==> src/rtl/fetch_if.sv <==
// Fetch-stage bus: instruction memory handshake, controller/datapath controls and decoded IR fields.
// Optional counters (FETCH_PERF_EN) add retired_cnt_o and jmp_taken_cnt_o.
interface fetch_if #(parameter int PC_W = 8);
  logic            imem_req_o;
  logic [PC_W-1:0] imem_addr_o;
  logic            imem_ack_i;
  logic [15:0]     imem_rdata_i;
  logic            stall_i;
  logic            halt_i;
  logic            en_jmp_i;
  logic            use_immediate_pc_i;
  logic            flag_carry_i;
  logic            flag_zero_i;
  logic            instr_valid_o;
  logic [3:0]      opcode_o;
  logic [1:0]      rd_o;
  logic [1:0]      rs_o;
  logic [7:0]      imm_o;
  logic [PC_W-1:0] pc_o;
  logic            halted_o;
`ifdef FETCH_PERF_EN
  logic [15:0]     retired_cnt_o;
  logic [15:0]     jmp_taken_cnt_o;
`endif

  modport master (
`ifdef FETCH_PERF_EN
    output retired_cnt_o, output jmp_taken_cnt_o,
`endif
    output imem_req_o, output imem_addr_o, input imem_ack_i, input imem_rdata_i,
    input stall_i, input halt_i, input en_jmp_i, input use_immediate_pc_i,
    input flag_carry_i, input flag_zero_i,
    output instr_valid_o, output opcode_o, output rd_o, output rs_o, output imm_o,
    output pc_o, output halted_o
  );

  modport slave (
`ifdef FETCH_PERF_EN
    input retired_cnt_o, input jmp_taken_cnt_o,
`endif
    input imem_req_o, input imem_addr_o, output imem_ack_i, output imem_rdata_i,
    output stall_i, output halt_i, output en_jmp_i, output use_immediate_pc_i,
    output flag_carry_i, output flag_zero_i,
    input instr_valid_o, input opcode_o, input rd_o, input rs_o, input imm_o,
    input pc_o, input halted_o
  );
endinterface

==> src/rtl/fetch_unit.sv <==
// Fetch/PC stage: 2 cycles per instruction with zero-wait memory; request held until ack, stall_i freezes EXEC.
// Optional macro FETCH_PERF_EN adds saturating retire / taken-jump counters.
module fetch_unit #(
  parameter int              PC_W     = 8,
  parameter logic [PC_W-1:0] RESET_PC = '0
) (
  input logic    clk_i,
  input logic    rst_n_i,
  fetch_if.master bus
);

  // Shared instruction-set encodings for the jump family.
  localparam logic [3:0] OP_JMP = 4'h8;
  localparam logic [3:0] OP_JE  = 4'h9;
  localparam logic [3:0] OP_JNE = 4'hA;
  localparam logic [3:0] OP_JC  = 4'hB;

  typedef enum logic [1:0] {S_IDLE, S_FETCH, S_EXEC, S_HALT} state_t;

  state_t          state;
  logic [PC_W-1:0] pc;
  logic [PC_W-1:0] ir_pc;
  logic [15:0]     ir;
  logic            req;
  logic            valid;
  logic            halted;
  logic            halt_pend;
  logic            taken;
  logic            retire;
  logic [PC_W-1:0] next_pc;
`ifdef FETCH_PERF_EN
  logic [15:0]     retired_cnt;
  logic [15:0]     jmp_cnt;
`endif

  always_comb begin
    taken = bus.en_jmp_i &&
            ((ir[15:12] == OP_JMP) ||
             (ir[15:12] == OP_JE  &&  bus.flag_zero_i) ||
             (ir[15:12] == OP_JNE && !bus.flag_zero_i) ||
             (ir[15:12] == OP_JC  &&  bus.flag_carry_i));
    retire = (state == S_EXEC) && !bus.stall_i;
    if (taken && bus.use_immediate_pc_i)
      next_pc = PC_W'(ir[7:0]);
    else if (taken)
      next_pc = ir_pc + PC_W'($signed(ir[7:0]));
    else
      next_pc = ir_pc + PC_W'(1);
  end

  always_ff @(posedge clk_i or negedge rst_n_i) begin
    if (!rst_n_i) begin
      state     <= S_IDLE;
      pc        <= RESET_PC;
      ir_pc     <= '0;
      ir        <= '0;
      req       <= 1'b0;
      valid     <= 1'b0;
      halted    <= 1'b0;
      halt_pend <= 1'b0;
`ifdef FETCH_PERF_EN
      retired_cnt <= '0;
      jmp_cnt     <= '0;
`endif
    end else begin
      case (state)
        S_IDLE: begin
          state <= S_FETCH;
          req   <= 1'b1;
        end
        S_FETCH: begin
          // A halt seen mid-fetch is remembered until the instruction retires.
          if (bus.halt_i) halt_pend <= 1'b1;
          if (bus.imem_ack_i) begin
            ir    <= bus.imem_rdata_i;
            ir_pc <= pc;
            req   <= 1'b0;
            valid <= 1'b1;
            state <= S_EXEC;
          end
        end
        S_EXEC: begin
          if (bus.halt_i) halt_pend <= 1'b1;
          if (retire) begin
            pc    <= next_pc;
            valid <= 1'b0;
            if (bus.halt_i || halt_pend) begin
              state     <= S_HALT;
              halted    <= 1'b1;
              halt_pend <= 1'b0;
            end else begin
              state <= S_FETCH;
              req   <= 1'b1;
            end
          end
        end
        S_HALT: begin
          if (!bus.halt_i) begin
            state  <= S_FETCH;
            halted <= 1'b0;
            req    <= 1'b1;
          end
        end
        default: state <= S_IDLE;
      endcase
`ifdef FETCH_PERF_EN
      if (retire && retired_cnt != 16'hFFFF) retired_cnt <= retired_cnt + 16'd1;
      if (retire && taken && jmp_cnt != 16'hFFFF) jmp_cnt <= jmp_cnt + 16'd1;
`endif
    end
  end

  assign bus.imem_req_o    = req;
  assign bus.imem_addr_o   = pc;
  assign bus.instr_valid_o = valid;
  assign bus.opcode_o      = ir[15:12];
  assign bus.rd_o          = ir[11:10];
  assign bus.rs_o          = ir[9:8];
  assign bus.imm_o         = ir[7:0];
  assign bus.pc_o          = ir_pc;
  assign bus.halted_o      = halted;
`ifdef FETCH_PERF_EN
  assign bus.retired_cnt_o   = retired_cnt;
  assign bus.jmp_taken_cnt_o = jmp_cnt;
`endif

endmodule

==> src/flat_wrapper.sv <==
// flat-port wrapper written by rule: the top's interface ports become plain ports
module fetch_unit_flat 
#(
  parameter int              PC_W     = 8,
  parameter logic [PC_W-1:0] RESET_PC = '0
)
  (clk_i, rst_n_i, bus_imem_req_o, bus_imem_addr_o, bus_imem_ack_i, bus_imem_rdata_i, bus_stall_i, bus_halt_i, bus_en_jmp_i, bus_use_immediate_pc_i, bus_flag_carry_i, bus_flag_zero_i, bus_instr_valid_o, bus_opcode_o, bus_rd_o, bus_rs_o, bus_imm_o, bus_pc_o, bus_halted_o);
  fetch_if #(.PC_W(PC_W)) bus_i ();
  input logic clk_i;
  input logic rst_n_i;
  output wire logic [$bits(bus_i.imem_req_o)-1:0] bus_imem_req_o;
  output wire logic [$bits(bus_i.imem_addr_o)-1:0] bus_imem_addr_o;
  input wire logic [$bits(bus_i.imem_ack_i)-1:0] bus_imem_ack_i;
  input wire logic [$bits(bus_i.imem_rdata_i)-1:0] bus_imem_rdata_i;
  input wire logic [$bits(bus_i.stall_i)-1:0] bus_stall_i;
  input wire logic [$bits(bus_i.halt_i)-1:0] bus_halt_i;
  input wire logic [$bits(bus_i.en_jmp_i)-1:0] bus_en_jmp_i;
  input wire logic [$bits(bus_i.use_immediate_pc_i)-1:0] bus_use_immediate_pc_i;
  input wire logic [$bits(bus_i.flag_carry_i)-1:0] bus_flag_carry_i;
  input wire logic [$bits(bus_i.flag_zero_i)-1:0] bus_flag_zero_i;
  output wire logic [$bits(bus_i.instr_valid_o)-1:0] bus_instr_valid_o;
  output wire logic [$bits(bus_i.opcode_o)-1:0] bus_opcode_o;
  output wire logic [$bits(bus_i.rd_o)-1:0] bus_rd_o;
  output wire logic [$bits(bus_i.rs_o)-1:0] bus_rs_o;
  output wire logic [$bits(bus_i.imm_o)-1:0] bus_imm_o;
  output wire logic [$bits(bus_i.pc_o)-1:0] bus_pc_o;
  output wire logic [$bits(bus_i.halted_o)-1:0] bus_halted_o;
  assign bus_imem_req_o = bus_i.imem_req_o;
  assign bus_imem_addr_o = bus_i.imem_addr_o;
  assign bus_i.imem_ack_i = bus_imem_ack_i;
  assign bus_i.imem_rdata_i = bus_imem_rdata_i;
  assign bus_i.stall_i = bus_stall_i;
  assign bus_i.halt_i = bus_halt_i;
  assign bus_i.en_jmp_i = bus_en_jmp_i;
  assign bus_i.use_immediate_pc_i = bus_use_immediate_pc_i;
  assign bus_i.flag_carry_i = bus_flag_carry_i;
  assign bus_i.flag_zero_i = bus_flag_zero_i;
  assign bus_instr_valid_o = bus_i.instr_valid_o;
  assign bus_opcode_o = bus_i.opcode_o;
  assign bus_rd_o = bus_i.rd_o;
  assign bus_rs_o = bus_i.rs_o;
  assign bus_imm_o = bus_i.imm_o;
  assign bus_pc_o = bus_i.pc_o;
  assign bus_halted_o = bus_i.halted_o;
  fetch_unit #(.PC_W(PC_W), .RESET_PC(RESET_PC)) u_core (.clk_i(clk_i), .rst_n_i(rst_n_i), .bus(bus_i));
endmodule
==> config.mk <==
export PLATFORM = sky130hd
export DESIGN_NAME = fetch_unit_flat
export DESIGN_NICKNAME = d
export VERILOG_FILES = /design/src/rtl/fetch_if.sv /design/src/rtl/fetch_unit.sv /design/src/flat_wrapper.sv
export SDC_FILE = /design/constraint.sdc
export NUM_CORES = 1
export LEC_CHECK = 0
export ABC_CLOCK_PERIOD_IN_PS = 4030
export CORE_UTILIZATION = 49
export CTS_BUF_LIST = sky130_fd_sc_hd__clkbuf_8
export CTS_CLUSTER_SIZE = 28
export DETAILED_ROUTE_END_ITERATION = 16
export MAX_ROUTING_LAYER = met4
export PLACE_DENSITY = 0.84
export SYNTH_ARGS = -nofsm -noshare
export SYNTH_HDL_FRONTEND = slang
export SYNTH_SLANG_ARGS = --single-unit
==> constraint.sdc <==
create_clock -name clk_i -period 4.03 [get_ports clk_i]
set_clock_uncertainty 0.15 [all_clocks]
set_input_delay 0.6045 -clock clk_i [delete_from_list [all_inputs] [get_ports clk_i]]
set_output_delay 0.6045 -clock clk_i [all_outputs]
set_load 0.03 [all_outputs]
# After elaboration in Yosys (flattened, before gate mapping)
# Index checks and enable logic that the tools add are counted.
[word_totals]
ff_bits = 38
out_inout_bits = 35
word_cells = 66
[classes]
n_addsub = 2
eq_ne = 12
mux = 23
reduce_logical = 21
[ops]
columns = ["operator", "count"]
rows = [
  ["$eq 4x4->1 const B", 4],
  ["$mux 8", 2],
  ["$mux 1", 12],
  ["$add 8x1->8 const B", 1],
  ["$add 8x8->8", 1],
  ["$mux 2", 4],
  ["$ne 2x2->1 const B", 4],
  ["$pmux 2 s4", 1],
  ["$reduce_and 4->1", 2],
  ["$logic_and 1x1->1", 6],
  ["$pmux 1 s2", 3],
  ["$reduce_and 3->1", 2],
  ["$eq 2x2->1 const B", 2],
  ["$logic_or 1x1->1", 4],
  ["$pmux 1 s4", 1],
  ["$reduce_and 2->1", 2],
  ["$reduce_bool 2->1", 2],
  ["$eq 2x1->1 const B", 1],
  ["$logic_not 1->1", 2],
  ["$logic_not 2->1", 1],
  ["$ne 2x1->1 const B", 1],
]

# Longest topological paths before layout
[logic_depth]
word_depth = 8
depth_mapped = 12

# Worst setup path after synthesis
# No wires, ideal clock.
[synth_timing]
path_type = "input port to flip-flop"
from = "input bus_flag_zero_i"
to = "register u_core.pc[6] (netlist: u_core.bus.imem_addr_o[6])"
setup_time_ns = 0.132
arrival_ns = 2.752
path_slack_ns = 0.996
stages = 12
path_buffers = 0
path_cell_list = "mux2_4 -> a211oi_4 -> nand2b_1 -> ha_1 -> inv_1 -> fa_1 -> nor2b_1 -> o31a_1 -> o21a_1 -> or3_1 -> a31oi_1 -> o21ai_0"
[synth_via]
elab_chain_len = 7
elab_cells_between_ends = 10
cone_classes = "2 x mux; 8 x reduce/logical"
[synth_rtl]
columns = ["element", "line_no", "text"]
rows = [
  ["start: declaration", "flat_wrapper.sv:20", "input wire logic [$bits(bus_i.flag_zero_i)-1:0] bus_flag_zero_i;"],
  ["$logic_and 1x1->1 or $logic_not 1->1 (tied branches)", "fetch_unit.sv:39, fetch_unit.sv:40", ""],
  ["$logic_or 1x1->1 or $logic_and 1x1->1 (tied branches)", "fetch_unit.sv:38, fetch_unit.sv:40", ""],
  ["$logic_or 1x1->1 *", "fetch_unit.sv:39", "(ir[15:12] == OP_JE && bus.flag_zero_i) ||"],
  ["$logic_or 1x1->1 *", "fetch_unit.sv:40", "(ir[15:12] == OP_JNE && !bus.flag_zero_i) ||"],
  ["$logic_and 1x1->1 *", "fetch_unit.sv:37", "taken = bus.en_jmp_i &&"],
  ["$mux 8 or $logic_and 1x1->1 (tied branches)", "fetch_unit.sv:45, fetch_unit.sv:43", ""],
  ["$mux 8 *", "fetch_unit.sv:43", "if (taken && bus.use_immediate_pc_i)"],
  ["end signal: assignment", "fetch_unit.sv:85", "pc <= next_pc;"],
  ["end: declaration", "fetch_unit.sv:21", "logic [PC_W-1:0] pc;"],
]
# Every way passes the cells marked *; elsewhere a longest branch is shown, timed or not.
# A chain may end at the register's enable or synchronous reset.

# Worst setup path after layout
# Same ends and word-level chain as after synthesis.

==> PnR_summary.wiki <==
{| class="wikitable"
! Metric !! Value
|-
| Remaining antenna violation count || 0
|-
| Number of buffers inserted by hold repair at cts || 0
|-
| Gate Count Post-Synth || around 180
|-
| Final core utilization || a little under three quarters
|-
| Worst skew pair latency || between 0.2 and 0.3 ns
|-
| Final Max Tran Viols || 0
|-
| Total DRC errors in the routed layout || 0
|-
| R2r endpoint || u_core.bus.imem_addr_o[6]
|-
| Post-detailed-route via-to-cell ratio || 5.27
|-
| Synthesis-to-finish area growth || 35.5%
|-
| CP Capture Point || u_core.bus.imem_addr_o[6]
|-
| Final setup violating endpoints || 0
|-
| Top cells by area in the synthesized netlist || dfrtp_1 (48%), mux2_2 (13%), ha_1 (6.3%)
|-
| Critical path startpoint || bus_flag_zero_i
|-
| Global routing usage summed across all routing layers || a little over a fifth
|-
| Total number of nets in the final design || about 280
|-
| Layout cells sized above 1 || around 15%
|-
| Final cell count without fillers || 291
|-
| Number of antenna violations at the first check in global routing || 0
|-
| VDD IR max || about 420 uV
|-
| Tcrit/Tclk final || ~87%
|-
| Number of instances resized during post-cts repair || 0
|-
| Count of standard-cell rows || 22
|-
| TritonCTS clock tree || yes
|-
| Post-synthesis net count || 217
|-
| Largest net degree at the start of global routing || 39
|-
| Final sum of negative setup slack || 0 ns
|-
| Starting DRT DRC Count || 53
|-
| Setup fix buffers added after clock tree synthesis || 0
|-
| Largest delay share family, worst path || compound AO/OA/AOI/OAI gates
|-
| Post-DR wirelength/cell || about 14 um
|-
| Effective utilization at floorplan || 52.7%
|-
| Result of the run || finished clean
|-
| Stage delay of the slowest cell on the critical path || between 0.4 and 0.5 ns
|-
| Reported leakage power || between 0.001 and 0.0015 uW
|-
| Worst path required time || around 4.0 ns
|-
| Ratio of total power to cell area || roughly 800 nW/um^2
|-
| Reg2reg path depth || 12
|-
| Post-DP Area || approximately 2600 um^2
|-
| Worst Path Class, Setup || input pin to flop
|-
| Time the worst path needs with I/O delays and setup || roughly 3.5 ns
|-
| # port buffers || a little under 60
|-
| Number of enable-type register cells in the synthesized netlist || 0
|-
| Yosys top cell area share || between 40% and 50%
|-
| Number of fill cells in the layout || 319
|-
| Die boundary width || 65.9 um
|-
| List of most frequent post-synthesis cells || dfrtp_1 (38), mux2_2 (24), nand2_1 (18)
|-
| Via count of the routed design || ~1500
|-
| Max clock buf depth || 2
|-
| Mean cell area of the mapped netlist || around 11 um^2
|-
| Post-route cell area || ~2700 um^2
|-
| Total congestion overflow || 0
|-
| CTS H-tree depth || 2
|-
| Vertical die dimension || roughly 66 um
|-
| Achievable frequency || approximately 290 MHz
|-
| Crit-path cells || clkdlybuf4s50_1, mux2_4, a211oi_4, nand2b_1, ha_1, inv_1, fa_1, nor2b_1, o31a_1, o21a_1, or3_1, a31oi_1, o21ai_0
|-
| Number of distinct standard cells referenced by the synthesized netlist || 38
|-
| Logic depth of the worst path, buffers included || 13
|-
| Number of warnings reported in the yosys synthesis log || 0
|-
| Final hold viol count || 0
|-
| Maximum net fanout on the critical path || 10
|-
| Reg-to-reg startpoint || u_core.ir[12]
|-
| First-pass GRT wire length || between 6 and 7 mm
|-
| Number of placed instances with taps included || about 280
|-
| Seq/Total Area, Yosys || between 40% and 50%
|-
| Cell taking the most area after synthesis || dfrtp_1
|-
| Ant diodes || 0
|-
| Post-DP HPWL || ~2.9 mm
|-
| Synthesis-stage register bit count || 38
|-
| Via count of the first global-routing pass || around 1400
|-
| Area of the core || ~3800 um^2
|-
| Kind of end point of the critical path || flop
|-
| Crit path launch type || input pin
|-
| Crit path buf inv count || 2
|-
| Setup slack of the most critical reg-to-reg path || approximately 0.93 ns
|-
| Gpl congestion || about 0.84
|-
| Detailed Routing Iterations Pass 1 || 4
|-
| Mapped cell area || roughly 2000 um^2
|-
| Clock root buffer || clkbuf_8
|-
| Async set or reset register ratio after synthesis || 100%
|-
| Clk slew on worst S/H paths || 0.07 ns
|-
| Tightest slew margin relative to the limit || around 30%
|-
| WP data arrival || around 3.5 ns
|-
| CTS sink cnt || 38
|-
| Cts bufs inserted || 5
|-
| Number of max-cap violations || 0
|-
| RSZ-0062 raised after global routing || false
|-
| Path class of the lowest-slack min-delay path || input pin to async pin
|-
| Die Outline Area || between 4000 and 5000 um^2
|-
| Count leader, synth || dfrtp_1
|-
| Most used flip-flop cell after synthesis || dfrtp_1
|-
| Ports || 60
|-
| Transition time at the pin with the least slew margin || 1.04 ns
|-
| Critical-path top delay cell || clkdlybuf4s50_1
|-
| Final routed wirelength across all metal layers || 4.03 mm
|}
cells by family (layout without fill, tap and decap cells):
logic type / after synthesis / count (layout) / share of synthesized area [%]
AO/OA/AOI/OAI: 44 / 44 / 15.6
XOR/XNOR: 3 / 3 / 1.31
adder cells (fa/ha/maj): 11 / 11 / 7.25
buffers and inverters: 13 / 75 / 2.81
flip-flops: 38 / 38 / 47.5
multiplexers: 27 / 27 / 15.2
AND/OR/NAND/NOR: 45 / 45 / 10.3
final cells by class:
type	count	area [um^2]	area share (%)
Clock buffer	6	82.6	3.04
Clock inverter	2	8.76	0.323
Inverter	8	30.0	1.11
Multi-Input combinational cell	130	995	36.7
Sequential cell	38	951	35.1
Tap cell	48	60.1	2.21
Timing Repair Buffer	59	586	21.6
metal layers:
metal | vias to the layer above | global-route usage, % | wire (um)
met1 | 719 | 26.4 | 1890
met5 | - | - | 0
met2 | 43 | 33.0 | 1910
met3 | 7 | 5.17 | 177
met4 | 0 | 7.61 | 45
li1 | 764 | - | -
layout by cell type (no fill, tap or decap), types with 3 or more instances in the layout:
cell              n
o21a_1            3
mux2_2           24
dfrtp_1          38
o31ai_1           3
ha_1             10
inv_1             9
clkbuf_8          6
a21oi_1           8
and2_1            6
clkdlybuf4s50_1  58
nor2b_1           3
o21ai_0          12
nor2_1           11
nand2_1          18
a211oi_1          3
power breakdown:
group / total, uW / leakage (uW) / switching, uW / internal [uW]
Sequential: 708 / 0.000471 / 153 / 556
Clock: 264 / 0.0000524 / 129 / 135
Combinational: 1220 / 0.000677 / 656 / 563
Total: 2190 / 0.00120 / 938 / 1250
how the worst min path moves through the flow:
stage | depth (start not counted) | startpoint | slack (ns) | to
6_report | 1 | rst_n_i | 0.26 | u_core.bus.imem_addr_o[1]
5_1_grt | 1 | rst_n_i | 0.34 | u_core.bus.imem_addr_o[1]
4_1_cts | 1 | rst_n_i | 0.28 | u_core.ir[1]
3_5_place_dp | 1 | u_core.bus.imem_req_o | 0.35 | u_core.bus.imem_req_o
3_3_place_gp | 1 | u_core.bus.imem_req_o | 0.33 | u_core.bus.imem_req_o
2_1_floorplan | 0 | rst_n_i | 0.16 | u_core.bus.halted_o
metrics by stage:
stage	hold slack (ns)	setup WS (ns)	power, uW
5_1_grt	0.340	0.383	2330
4_1_cts	0.283	0.523	2210
6_report	0.260	0.535	2190
3_3_place_gp	0.334	0.337	1900
2_1_floorplan	0.159	0.996	1470
3_5_place_dp	0.345	0.266	1930
worst reg2reg max path, delay by kind of cell, from the launching register on:
family,cells,cell delay (ns)
compound gates,5,1.11
fa+ha+maj,2,0.40
buf+inv,1,0.08
flops,1,0.41
mux,1,0.32
simple gates,3,0.48
flip-flops by register name (all words and copies together), names as in the netlist:
register,cells
u_core.bus.halted_o,1
u_core.bus.imem_addr_o,8
u_core.bus.imem_req_o,1
u_core.bus.instr_valid_o,1
u_core.bus.pc_o,8
u_core.halt_pend,1
u_core.ir,16
u_core.state,2
Power figures use the tool's default switching activity.
